`config.mk`:
```
export PLATFORM = sky130hd
export DESIGN_NAME = psum_acc_sched_flat
export DESIGN_NICKNAME = d
export VERILOG_FILES = /design/src/rtl/psum_acc_pkg.sv /design/src/rtl/psum_acc_sched_if.sv /design/src/rtl/psum_acc_sched_cnt.sv /design/src/rtl/psum_acc_sched.sv /design/src/flat_wrapper.sv
export SDC_FILE = /design/constraint.sdc
export NUM_CORES = 1
export LEC_CHECK = 0
export BUFFER_PORTS_ARGS = -buffer_cell sky130_fd_sc_hd__buf_2
export CAP_MARGIN = 20
export CORE_AREA = 2 2 133 135
export CTS_BUF_LIST = sky130_fd_sc_hd__clkbuf_8
export DETAILED_ROUTE_END_ITERATION = 8
export DIE_AREA = 0 0 135 137
export PLACE_DENSITY = 0.84
export SYNTH_ARGS = -nofsm -noshare
export SYNTH_HDL_FRONTEND = slang
export SYNTH_SLANG_ARGS = --single-unit
```
`constraint.sdc`:
```
create_clock -name clk -period 6.9 [get_ports clk]
set_input_delay 2.07 -clock clk [delete_from_list [all_inputs] [get_ports clk]]
set_output_delay 2.07 -clock clk [all_outputs]
set_load 0.02 [all_outputs]
```
`src/rtl/psum_acc_pkg.sv`:
```
// Shared definitions for the psum accumulator sequencer.
//   - Bit positions of the 32-bit info sideband that travels with each beat.
//   - State encoding of the sequencer FSM.
package psum_acc_pkg;

  localparam int unsigned INFO_ADDR_MSB = 11;
  localparam int unsigned INFO_ACC_BIT  = 12;
  localparam int unsigned INFO_ID_BIT   = 13;

  typedef enum logic [1:0] {
    IDLE  = 2'd0,
    WR    = 2'd1,
    ACC   = 2'd2,
    DRAIN = 2'd3
  } state_e;

endpackage

```
`src/rtl/psum_acc_sched_if.sv`:
```
// Beat stream bundle between the MAC array, the sequencer and the psum
// accumulator.
//   mac_in_*  : MAC array beat stream into the sequencer
//   acc_out_* : beat stream plus info sideband toward the accumulator
//   merge_*   : snoop of the accumulator output handshake
// Modports:
//   slave  : sequencer side
//   master : environment side (MAC array, accumulator)
interface psum_acc_sched_if;
  logic [63:0] mac_in_data;
  logic        mac_in_vld;
  logic        mac_in_rdy;
  logic [63:0] acc_out_data;
  logic [31:0] acc_out_info;
  logic        acc_out_vld;
  logic        acc_out_rdy;
  logic        merge_vld;
  logic        merge_rdy;

  modport slave (
    input  mac_in_data, mac_in_vld, acc_out_rdy, merge_vld, merge_rdy,
    output mac_in_rdy, acc_out_data, acc_out_info, acc_out_vld
  );

  modport master (
    output mac_in_data, mac_in_vld, acc_out_rdy, merge_vld, merge_rdy,
    input  mac_in_rdy, acc_out_data, acc_out_info, acc_out_vld
  );
endinterface

```
`src/rtl/psum_acc_sched_cnt.sv`:
```
// Wrap-around address / tile counter pair for the psum sequencer.
// Ports:
//   clk, rst_n   : clock, asynchronous active-low reset
//   clr          : synchronous clear of both counters
//   inc          : one accepted beat
//   tile_en      : allow the tile counter to advance on an address wrap
//   pix_num      : last address of a pass
//   tile_num     : last tile of a job
//   addr         : current buffer address
//   addr_last    : addr == pix_num
//   tile_last    : tile == tile_num
module psum_acc_sched_cnt #(
  parameter int unsigned AW = 12,
  parameter int unsigned TW = 8
) (
  input  logic          clk,
  input  logic          rst_n,
  input  logic          clr,
  input  logic          inc,
  input  logic          tile_en,
  input  logic [AW-1:0] pix_num,
  input  logic [TW-1:0] tile_num,
  output logic [AW-1:0] addr,
  output logic          addr_last,
  output logic          tile_last
);

  logic [AW-1:0] addr_q, addr_d;
  logic [TW-1:0] tile_q, tile_d;

  assign addr      = addr_q;
  assign addr_last = (addr_q == pix_num);
  assign tile_last = (tile_q == tile_num);

  always_comb begin
    addr_d = addr_q;
    tile_d = tile_q;
    if (clr) begin
      addr_d = '0;
      tile_d = '0;
    end else if (inc) begin
      if (addr_last) begin
        addr_d = '0;
        if (tile_en && !tile_last) begin
          tile_d = tile_q + TW'(1);
        end
      end else begin
        addr_d = addr_q + AW'(1);
      end
    end
  end

  always_ff @(posedge clk or negedge rst_n) begin
    if (!rst_n) begin
      addr_q <= '0;
      tile_q <= '0;
    end else begin
      addr_q <= addr_d;
      tile_q <= tile_d;
    end
  end

endmodule

```
`src/rtl/psum_acc_sched.sv`:
```
// Sequencer between the MAC array output stream and the psum accumulator.
// Runs a job of cfg_tile_num+1 tiles, each a write pass then an accumulate
// pass over cfg_pix_num+1 addresses, and tags each beat with an info word:
//   info[11:0] address, info[12] accumulate pass, info[13] identity select.
// Completion is detected by counting accumulator output handshakes.
// Ports:
//   clk, rst_n        : clock, asynchronous active-low reset
//   cfg_start         : start pulse, config sampled in the same cycle (IDLE only)
//   cfg_pix_num       : pixels per tile minus 1
//   cfg_tile_num      : tiles per job minus 1
//   cfg_identity_en   : identity select for accumulate passes
//   sched_busy        : job in progress
//   sched_done        : one-cycle completion pulse
//   bus               : beat streams and merge snoop (psum_acc_sched_if.slave)
//   perf_stall_cnt    : output stall cycles
// Build option: PSUM_ACC_SCHED_PERF_EN enables the stall counter; otherwise
// perf_stall_cnt is tied to zero.
module psum_acc_sched
  import psum_acc_pkg::*;
#(
  parameter int unsigned AW = 12,
  parameter int unsigned TW = 8
) (
  input  logic                 clk,
  input  logic                 rst_n,
  input  logic                 cfg_start,
  input  logic [AW-1:0]        cfg_pix_num,
  input  logic [TW-1:0]        cfg_tile_num,
  input  logic                 cfg_identity_en,
  output logic                 sched_busy,
  output logic                 sched_done,
  psum_acc_sched_if.slave      bus,
  output logic [31:0]          perf_stall_cnt
);

  localparam int unsigned CW = AW + TW;

  state_e        state_q, state_d;
  logic [AW-1:0] pix_q, pix_d;
  logic [TW-1:0] tnum_q, tnum_d;
  logic          id_q, id_d;
  logic [CW-1:0] total_q, total_d;
  logic [CW-1:0] out_cnt_q, out_cnt_d;

  logic          active;
  logic          start;
  logic          beat;
  logic          merge_hs;
  logic [AW-1:0] addr;
  logic          addr_last;
  logic          tile_last;
  logic [31:0]   info;

  assign active   = (state_q == WR) || (state_q == ACC);
  assign start    = cfg_start && (state_q == IDLE);
  assign beat     = bus.mac_in_vld && bus.acc_out_rdy && active;
  assign merge_hs = bus.merge_vld && bus.merge_rdy && (state_q != IDLE);

  assign bus.acc_out_vld  = bus.mac_in_vld && active;
  assign bus.mac_in_rdy   = bus.acc_out_rdy && active;
  assign bus.acc_out_data = bus.mac_in_data;
  assign bus.acc_out_info = info;

  // Built only from flops, so it cannot change while a beat is held off.
  always_comb begin
    info              = '0;
    info[AW-1:0]      = active ? addr : '0;
    info[INFO_ACC_BIT] = (state_q == ACC);
    info[INFO_ID_BIT]  = (state_q == ACC) && id_q;
  end

  // The output count is registered, so a merge landing together with the
  // last accumulate beat is already visible in the first DRAIN cycle.
  assign sched_done = (state_q == DRAIN) && (out_cnt_q == total_q);
  assign sched_busy = (state_q != IDLE) && !sched_done;

  psum_acc_sched_cnt #(.AW(AW), .TW(TW)) u_cnt (
    .clk       (clk),
    .rst_n     (rst_n),
    .clr       (start),
    .inc       (beat),
    .tile_en   (state_q == ACC),
    .pix_num   (pix_q),
    .tile_num  (tnum_q),
    .addr      (addr),
    .addr_last (addr_last),
    .tile_last (tile_last)
  );

  always_comb begin
    state_d   = state_q;
    pix_d     = pix_q;
    tnum_d    = tnum_q;
    id_d      = id_q;
    total_d   = total_q;
    out_cnt_d = out_cnt_q;
    if (merge_hs) begin
      out_cnt_d = out_cnt_q + CW'(1);
    end
    unique case (state_q)
      IDLE: begin
        if (cfg_start) begin
          pix_d     = cfg_pix_num;
          tnum_d    = cfg_tile_num;
          id_d      = cfg_identity_en;
          total_d   = (CW'(cfg_pix_num) + CW'(1)) * (CW'(cfg_tile_num) + CW'(1));
          out_cnt_d = '0;
          state_d   = WR;
        end
      end
      WR: begin
        if (beat && addr_last) state_d = ACC;
      end
      ACC: begin
        if (beat && addr_last) state_d = tile_last ? DRAIN : WR;
      end
      DRAIN: begin
        if (sched_done) state_d = IDLE;
      end
      default: state_d = IDLE;
    endcase
  end

  always_ff @(posedge clk or negedge rst_n) begin
    if (!rst_n) begin
      state_q   <= IDLE;
      pix_q     <= '0;
      tnum_q    <= '0;
      id_q      <= 1'b0;
      total_q   <= '0;
      out_cnt_q <= '0;
    end else begin
      state_q   <= state_d;
      pix_q     <= pix_d;
      tnum_q    <= tnum_d;
      id_q      <= id_d;
      total_q   <= total_d;
      out_cnt_q <= out_cnt_d;
    end
  end

`ifdef PSUM_ACC_SCHED_PERF_EN
  logic [31:0] stall_q, stall_d;

  always_comb begin
    stall_d = stall_q;
    if (start) begin
      stall_d = '0;
    end else if (bus.acc_out_vld && !bus.acc_out_rdy && (stall_q != '1)) begin
      stall_d = stall_q + 32'd1;
    end
  end

  always_ff @(posedge clk or negedge rst_n) begin
    if (!rst_n) stall_q <= '0;
    else        stall_q <= stall_d;
  end

  assign perf_stall_cnt = stall_q;
`else
  assign perf_stall_cnt = '0;
`endif

endmodule
```
`src/flat_wrapper.sv`:
```
// flat-port wrapper written by rule: the top's interface ports become plain ports
module psum_acc_sched_flat import psum_acc_pkg::*;
#(
  parameter int unsigned AW = 12,
  parameter int unsigned TW = 8
)
  (clk, rst_n, cfg_start, cfg_pix_num, cfg_tile_num, cfg_identity_en, sched_busy, sched_done, perf_stall_cnt, bus_mac_in_data, bus_mac_in_vld, bus_acc_out_rdy, bus_merge_vld, bus_merge_rdy, bus_mac_in_rdy, bus_acc_out_data, bus_acc_out_info, bus_acc_out_vld);
  psum_acc_sched_if bus_i ();
  input  logic clk;
  input  logic rst_n;
  input  logic cfg_start;
  input  logic [AW-1:0] cfg_pix_num;
  input  logic [TW-1:0] cfg_tile_num;
  input  logic cfg_identity_en;
  output logic sched_busy;
  output logic sched_done;
  output logic [31:0] perf_stall_cnt;
  input wire logic [$bits(bus_i.mac_in_data)-1:0] bus_mac_in_data;
  input wire logic [$bits(bus_i.mac_in_vld)-1:0] bus_mac_in_vld;
  input wire logic [$bits(bus_i.acc_out_rdy)-1:0] bus_acc_out_rdy;
  input wire logic [$bits(bus_i.merge_vld)-1:0] bus_merge_vld;
  input wire logic [$bits(bus_i.merge_rdy)-1:0] bus_merge_rdy;
  output wire logic [$bits(bus_i.mac_in_rdy)-1:0] bus_mac_in_rdy;
  output wire logic [$bits(bus_i.acc_out_data)-1:0] bus_acc_out_data;
  output wire logic [$bits(bus_i.acc_out_info)-1:0] bus_acc_out_info;
  output wire logic [$bits(bus_i.acc_out_vld)-1:0] bus_acc_out_vld;
  assign bus_i.mac_in_data = bus_mac_in_data;
  assign bus_i.mac_in_vld = bus_mac_in_vld;
  assign bus_i.acc_out_rdy = bus_acc_out_rdy;
  assign bus_i.merge_vld = bus_merge_vld;
  assign bus_i.merge_rdy = bus_merge_rdy;
  assign bus_mac_in_rdy = bus_i.mac_in_rdy;
  assign bus_acc_out_data = bus_i.acc_out_data;
  assign bus_acc_out_info = bus_i.acc_out_info;
  assign bus_acc_out_vld = bus_i.acc_out_vld;
  psum_acc_sched #(.AW(AW), .TW(TW)) u_core (.clk(clk), .rst_n(rst_n), .cfg_start(cfg_start), .cfg_pix_num(cfg_pix_num), .cfg_tile_num(cfg_tile_num), .cfg_identity_en(cfg_identity_en), .sched_busy(sched_busy), .sched_done(sched_done), .bus(bus_i), .perf_stall_cnt(perf_stall_cnt));
endmodule
```
# Word-level counts from Yosys, hierarchy flattened
# Cells that the tools add are included.
[op_classes]
n_mul = 1
n_reduce_logical = 23
mux = 17
n_addsub = 5
eq_ne = 10
[ops]
columns = ["operator", "n"]
rows = [
  ["$mux W20", 3],
  ["$mux W12", 4],
  ["$mux W8", 4],
  ["$add A20 B1 Y20 const B", 1],
  ["$eq A20 B20 Y1", 1],
  ["$mul A20 B20 Y20", 1],
  ["$add A12 B1 Y13 const B", 1],
  ["$add A12 B1 Y12 const B", 1],
  ["$eq A12 B12 Y1", 1],
  ["$logic_and A1 B1 Y1", 12],
  ["$mux W2", 5],
  ["$add A8 B1 Y9 const B", 1],
  ["$add A8 B1 Y8 const B", 1],
  ["$eq A8 B8 Y1", 1],
  ["$pmux W2 S4", 1],
  ["$reduce_bool A2 Y1", 4],
  ["$eq A2 B2 Y1 const B", 2],
  ["$ne A2 B1 Y1 const B", 2],
  ["$ne A2 B2 Y1 const B", 2],
  ["$reduce_and A4 Y1", 1],
  ["$reduce_and A3 Y1", 1],
  ["$eq A2 B1 Y1 const B", 1],
  ["$logic_not A1 Y1", 2],
  ["$logic_not A2 Y1", 1],
  ["other kinds (2)", 2],
]
[totals]
inputBits = 92
regBits = 83
elab_cells = 64

# Depth between registers and ports, before layout
# Gate-level depths: netlist of run 1.
[logic_depth]
ltp_word = 7
depth_mapped = 21

# Hierarchy
# A second synthesis of run 1 with hierarchy kept.
[unflattened]
hier_cells = 1071
area_unflattened_um2 = 9118.7
[modules_own_cells]
columns = ["mod", "cells_per_inst", "n_inst", "area_each_um2", "seq_area_each_um2"]
rows = [
  ["psum_acc_sched", 920, 1, 7761.2, 1576.5],
  ["psum_acc_sched_cnt", 151, 1, 1357.6, 500.5],
]

# Worst setup path before layout of run 1
# OpenSTA, ideal clock, no wires.
[synth_path]
kind = "input-to-reg"
start = "in cfg_pix_num[2]"
end = "reg u_core.total_q[19]"
setup_ns = 0.131
path_stages = 18
setup_slack_ns = -0.057
t_arrival_ns = 6.826
path_cell_list = "clkbuf_1 and4_1 nand2_1 xor2_1 nor2_1 fa_1 fa_1 fa_1 inv_1 fa_1 inv_1 ha_1 a2111o_1 o21ai_1 o311ai_1 o31ai_1 xnor2_1 o21ai_1"
[synth_between]
elab_chain_cells = 2
[synth_lines]
columns = ["item", "line_no", "rtl"]
rows = [
  ["start, declared", "flat_wrapper.sv:12", "input logic [AW-1:0] cfg_pix_num;"],
  ["$add A12 B1 Y13", "psum_acc_sched.sv:106", "total_d = (CW'(cfg_pix_num) + CW'(1)) * (CW'(cfg_tile_num) + CW'(1));"],
  ["$mul A20 B20 Y20", "psum_acc_sched.sv:106", ""],
  ["end signal, assigned", "psum_acc_sched.sv:137", "total_q <= total_d;"],
  ["end, declared", "psum_acc_sched.sv:42", "logic [CW-1:0] total_q, total_d;"],
]
# Every way passes these cells.
# A chain may end at the register's enable or synchronous reset.

# Final worst setup path of run 1
# Same ends and word-level chain as after synthesis.

==> metrics, run 1 <==
CP dominant cell by count=fa_1; post-synthesis mux area share=0.338%; CTS tree=yes; via-per-instance ratio=5.19; vias=6828; post-synthesis compound-gate area fraction=5.47%; WP buf/inv=4; largest family of logic cells by synthesized area=adder cells; first-pass GRT wire length=32200 um; initial antenna violation count=0; Avg Cell Area, Syn=8.57 um2; Cell Area, Synth=8870 um2; clock-pin slew on the worst setup and hold paths=0.09 ns; R2R cell count=7; Layout area overhead=7.95%; Buffers on Ports=45; crit-path max FO=7; CP cell instances=buf_2, and4_2, nand4_1, xor2_4, nand2b_1, fa_1, inv_1, fa_1, fa_1, inv_1, fa_1, inv_1, ha_1, a2111o_1, o21ai_2, o311ai_1, o31ai_1, xnor2_1, o21ai_1; startpoint types=input port; dpl cells=1297; Switching Power=0.00141 W; simple-gate share of the synthesized area=20.8%; drt pass-1 iters=7; vias in the first global route=6918; GR Overflow Total=0; FMAX=0.148 GHz; gr usage total=21.8%; Net Sw Frac=44.8%; Least-Margin Pin Slew=0.984 ns; Die Span X=135 um; total of max-cap violations=0; Final Cycle Share=97.6%; post-synthesis adder-cell area fraction=23.7%; Std-Cell Rows=48; final hold slack=0.479 ns; Worst Path Required=7.15 ns; initial drt markers=577; share of the yosys chip area belonging to registers=23.4%; top_reg_cell synth=dfrtp_1; Sequential Power Share=24.0%; Worst-Skew Late Latency=0.39 ns; Post-Synthesis Cells=1036; share of layout cells above drive strength 1=17.2%; Avg WL per Cell=14.4 um; largest net degree at the start of global routing=76; Setup CP Type=input port to flip-flop; worst min path class=flip-flop to flip-flop; total wire length=19000 um; synthesis-stage register bit count=83; DPL Wire Length=14600 um; slowest CP cell=fa_1; die footprint=18500 um2; final setup fails=0; CTS Buf Count=9; max-slew violations=0; post-synthesis async set-or-reset flop share=100%; I/O pins=224; crit-path leading delay family=adder cells; die extent in y=137 um; Hold Path Depth=2; number of cells on the critical path=19; Hold-fix buffers, CTS=0; R2R Setup Slk=4.14 ns; min cycle time layout=6.74 ns; Routed Antenna Nets=0; Fin. Hold Viols=0; EDFF count, synth=0; Filler Cell Count=1477; Int Power=0.00174 W; number of distinct library cells after synthesis=49; worst relative slew slack=34.4%; Final nets=1299; Initial Utilization=52.0%; CTS H-tree depth=3; Non-Filler Instances=1315; clock sink total=83; core area=17100 um2; Leak Pwr=5.01 nW; Post-Synth XOR/XNOR Area=10.1%; Crit. End Element=flip-flop; gpl congestion=0.902; status=finished clean; clock share of power=12.7%; Power Dens Cells=328 nW/um2; crit-path max cell delay=0.54 ns; logic gate share of total power=63.2%; clk_skew=0.0109 ns; Root Driver=clkbuf_8; Bufs on Longest Clock Path=2; Antenna Cells=0; Yosys warnings=0; DRC Markers=0; CP arrival=6.99 ns; Max VDD drop=269 uV
## routing by layer
metal | vias to the layer above | GRT usage, % | part of all wire [%]
met2 | 234 | 35.5 | 48
met4 | 0 | 9.32 | 3.0
met3 | 42 | 3.07 | 6.4
met5 | - | 0 | 0
met1 | 3368 | 29.1 | 43
li1 | 3184 | - | -
## Yosys cell counts, types with 3 or more instances
master      n  area share [%]
nor3_1      4            0.23
buf_4     115             9.7
nand4_1    11            0.78
o21ai_0    30             1.7
or2_2      15             1.1
nor2b_1     4            0.28
nand2b_1   29             2.0
o21ai_1     6            0.34
nor2_1    109             4.6
nor4_1      7            0.49
nor4_2      3            0.42
xor2_1     70             6.9
dfrtp_1    83              23
and2_1     21             1.5
nand3_1    27             1.5
inv_1     117             4.9
ha_1       45             6.3
and4_1      5            0.49
and3_1     12            0.85
a211oi_1    4            0.34
nand2_1   126             5.3
fa_1       77              17
o31ai_1     9            0.76
buf_6       3            0.38
or3_1       6            0.42
o21a_1      3            0.25
clkbuf_1   24             1.0
mux2i_1     3            0.34
xnor2_1    32             3.2
a21oi_1    11            0.62
## power groups by stage
| stage | sequential [W] | clock (W) | combinational [W] |
|---|---|---|---|
| floorplan | 0.000713 | 0 | 0.00144 |
| global placement | 0.000755 | 0 | 0.00188 |
| detailed placement | 0.000762 | 0 | 0.00196 |
| CTS | 0.000752 | 0.000406 | 0.00198 |
| global route | 0.000770 | 0.000424 | 0.00227 |
| finish | 0.000756 | 0.000401 | 0.00199 |
## flip-flops by register name, summed over array words and instances (netlist names)
name / cells
u_core.out_cnt_q: 20
u_core.id_q: 1
u_core.total_q: 20
u_core.u_cnt.tile_q: 8
u_core.pix_q: 12
u_core.tnum_q: 8
u_core.u_cnt.addr: 12
u_core.state_q: 2
## stage by stage
step           power [W]  util (%)  worst slack (ns)  TNS, ns  instance area (um2)
2_1_floorplan    0.00215         -            0.0523        0                 9080
3_3_place_gp     0.00264      54.2           -0.0556  -0.0888                 9250
3_5_place_dp     0.00272      54.2            -0.217   -0.615                 9250
4_1_cts          0.00313      55.5             0.182        0                 9470
5_1_grt          0.00346      56.2           -0.0304  -0.0567                 9580
6_report         0.00314      56.2             0.163        0                 9580
## final cells by class
cell class,instances,area [um2],share of cell area (%)
clock buffers,9,124,1.29
clock inverters,7,101,1.06
inverters,117,439,4.58
multi-input cells,741,5670,59.2
flip-flops and latches,83,2080,21.7
well taps,225,282,2.94
repair buffers,133,888,9.27
## logic make-up after synthesis
group / after synthesis
buffers and inverters: 261
DFF: 83
muxes: 3
adders and majority gates: 122
other: 1
and+or+nand+nor: 385
xor gates and xnor gates: 102
AOI/OAI and AO/OA: 79
## worst min-delay path: stages, from the launching register on
cell and delay (ns):
dfrtp_1 0.35, nand2_1 0.05, nand2_1 0.05
## final timing paths
check                                  startpoint                     end
worst min-delay path                  u_core.id_q             u_core.id_q
worst max register to register  u_core.state_q[1]  u_core.u_cnt.tile_q[4]
worst min register to register        u_core.id_q             u_core.id_q
min in group asynchronous                   rst_n         u_core.pix_q[5]
worst max-delay path               cfg_pix_num[2]      u_core.total_q[19]
max in group asynchronous                   rst_n    u_core.out_cnt_q[19]
## timing repair
item | 4_1_cts | 5_1_grt
gates resized for setup | 0 | 18
hold endpoints to repair | 0 | 0
endpoints found under the setup margin | 0 | 6
setup buffers | 0 | 2
## cells in the final DEF, fill, tap and decap left out, drive strengths merged, types with 12 or more instances in the layout
master  synthesis  final
ha             45     45
nor2          109    109
dfrtp          83     83
nand2         126    126
inv           117    118
nand3          28     28
conb            1     50
xor2           70     70
xnor2          32     32
o21ai          36     36
nand2b         29     29
and2           21     21
and3           12     12
fa             77     77
or2            15     15
buf           120    133
Note: power is estimated with default switching activity, not from simulation.
==> run 2: changes to the inputs <==
- REMOVE_ABC_BUFFERS: unset -> 1
==> run 2 against run 1 <==
Effect of this change: largest cell class unchanged; critical endpoint unchanged; critical path type unchanged; clock power is 16% lower; sequential share of layout area grew 0.34 points; worst hold slack gained 0.017 ns; sequential power shrank 0.8%; combinational power about the same; clock skew up 0.0068 ns; flip-flop and latch count did not move; global-route usage grew 3.5 points; critical path depth grew 1; register-to-register slack got worse by 0.07 ns; power fell by 2.4%.
==> metrics, run 2 (synthesis results as in run 1) <==
CP dominant cell by count=fa_1 (unchanged); largest net degree at the start of global routing=84 (was 76); Setup CP Type=input port to flip-flop (unchanged); Tot Pwr=0.00307 W (was 0.00314 W); most common cell after layout, fill and taps aside=nand2_1 (unchanged); R2R cell count=7 (unchanged); Antenna Cells=0 (unchanged); clock-pin slew on the worst setup and hold paths=0.08 ns (was 0.09 ns); Crit. End Element=flip-flop (unchanged); most frequent cells in the layout=nand2_1 (125), inv_1 (118), nor2_1 (108) (was nand2_1 (125), inv_1 (117), nor2_1 (109)); total of max-cap violations=0 (unchanged); startpoint types=input port (unchanged); DRC Markers=0 (unchanged); WP buf/inv=4 (unchanged); Worst Path Required=7.15 ns (about the same); routed wl met3=2730 um (was 1210 um); Worst-Skew Late Latency=0.38 ns (was 0.39 ns); final hold slack=0.495 ns (was 0.479 ns); clk_skew=0.0177 ns (was 0.0109 ns); final setup fails=0 (unchanged); Avg WL per Cell=17.9 um (was 14.4 um); Die Span X=135 um (unchanged); worst min path class=flip-flop to flip-flop (unchanged); Sequential Power Share=24.4% (was 24.0%); met2 WL post-DR=10300 um (was 9040 um); Regs by FF count=u_core.out_cnt_q: 20 flops, u_core.total_q: 20 flops (unchanged); slowest CP cell=fa_1 (unchanged); core area=17100 um2 (unchanged); initial antenna violation count=1 (was 0); Bufs on Longest Clock Path=2 (unchanged); Layout area overhead=6.29% (was 7.95%); min cycle time layout=6.68 ns (was 6.74 ns); Final Cycle Share=96.8% (was 97.6%); Fin. Hold Viols=0 (unchanged); CTS Buf Count=9 (unchanged); vias in the first global route=6482 (was 6918); Hold Path Depth=2 (unchanged); crit-path leading delay family=adder cells (unchanged); Leak Pwr=4.95 nW (was 5.01 nW); Buffers on Ports=45 (unchanged); CTS H-tree depth=3 (unchanged); gr usage total=25.2% (was 21.8%); Power Dens Cells=325 nW/um2 (was 328 nW/um2); Root Driver=clkbuf_8 (unchanged); Net Sw Frac=45.1% (was 44.8%); worst relative slew slack=54.4% (was 34.4%); first-pass GRT wire length=35400 um (was 32200 um); total wire length=23300 um (was 19000 um); crit-path max FO=7 (unchanged); logic gate share of total power=64.6% (was 63.2%); Final nets=1292 (was 1299); CTS tree=yes (unchanged); initial drt markers=365 (was 577); GR Overflow Total=0 (unchanged); Switching Power=0.00138 W (was 0.00141 W); max-slew violations=0 (unchanged); drt pass-1 iters=6 (was 7); via-per-instance ratio=5.25 (was 5.19); Std-Cell Rows=48 (unchanged); I/O pins=224 (unchanged); clock share of power=10.9% (was 12.7%); Least-Margin Pin Slew=0.684 ns (was 0.984 ns); CP cell instances=buf_2, nand3_1, or3_1, and2_2, buf_4, nor2_1, fa_1, fa_1, fa_1, inv_1, fa_1, inv_1, ha_1, o21ai_0, nor2_1, o31ai_2, o311ai_2, o31ai_2, xnor2_1, o21ai_1 (was buf_2, and4_2, nand4_1, xor2_4, nand2b_1, fa_1, inv_1, fa_1, fa_1, inv_1, fa_1, inv_1, ha_1, a2111o_1, o21ai_2, o311ai_1, o31ai_1, xnor2_1, o21ai_1); status=finished clean (unchanged); Metal-1 WL=9780 um (was 8180 um); die extent in y=137 um (unchanged); vias=6849 (was 6828); CP arrival=6.93 ns (was 6.99 ns); FMAX=0.150 GHz (was 0.148 GHz); Max VDD drop=267 uV (was 269 uV); top sig layer=met5 (was met4); die footprint=18500 um2 (unchanged); share of layout cells above drive strength 1=15.9% (was 17.2%); DPL Wire Length=18400 um (was 14600 um); Initial Utilization=52.0% (unchanged); clock sink total=83 (unchanged); gpl congestion=0.950 (was 0.902); Hold-fix buffers, CTS=0 (unchanged); Routed Antenna Nets=0 (unchanged); Int Power=0.00168 W (was 0.00174 W); number of cells on the critical path=20 (was 19); crit-path max cell delay=0.55 ns (was 0.54 ns)
run 2: layout make-up:
| type | count | area [um2] |
|---|---|---|
| clock buffer | 9 | 124 |
| clock inverter | 4 | 46.3 |
| fill | 1474 | 7620 |
| inverter | 117 | 439 |
| multi-input combinational | 741 | 5600 |
| sequential | 83 | 2080 |
| tap | 225 | 282 |
| timing repair buffer | 126 | 868 |
run 2: power groups by stage:
stage | clock, W | combinational, W | sequential, W
after floorplan | 0 | 0.00132 | 0.000720
after global placement | 0 | 0.00186 | 0.000752
after detailed placement | 0 | 0.00194 | 0.000759
after CTS | 0.000343 | 0.00196 | 0.000749
after global routing | 0.000361 | 0.00225 | 0.000765
final | 0.000336 | 0.00198 | 0.000750
run 2: repair_timing:
item                                    CTS  global route
resized for setup                         0            10
endpoints found under the setup margin    0             2
buffers inserted                          0             0
run 2: per-layer routing:
metal  vias up  global-route usage (%)
li1       3171                       -
met1      3317                    33.1
met2       319                    37.4
met3        34                    13.2
met4         8                    3.36
met5         -                    9.17
run 2: worst register-to-register path, stage by stage, from the launching register on:
cell     delay [ns]
dfrtp_1        0.40
inv_1          0.12
ha_1           0.52
and2_1         0.20
nand2_1        0.08
or4b_1         0.81
or3_1          0.46
a21oi_1        0.17
run 2: worst paths after layout:
check	endpoint	slack, ns	startpoint
max reg2reg	u_core.u_cnt.tile_q[3]	4.07	u_core.state_q[0]
min in group asynchronous	u_core.out_cnt_q[5]	1.66	rst_n
min reg2reg	u_core.id_q	0.50	u_core.id_q
max in group asynchronous	u_core.pix_q[6]	4.63	rst_n
min	u_core.id_q	0.50	u_core.id_q
max	u_core.total_q[19]	0.22	cfg_tile_num[0]
run 2: metrics by stage:
stage | util [%] | setup slack [ns] | cells | TNS, ns | area [um2]
global placement | 53.8 | -0.0400 | 1290 | -0.0691 | 9170
floorplan | - | -0.0171 | 941 | -0.0171 | 8060
detailed placement | 53.8 | -0.179 | 1290 | -0.783 | 9170
CTS | 54.8 | 0.184 | 1303 | 0 | 9340
global route | 55.3 | -0.00113 | 1305 | -0.00113 | 9430
finish | 55.3 | 0.221 | 1305 | 0 | 9430
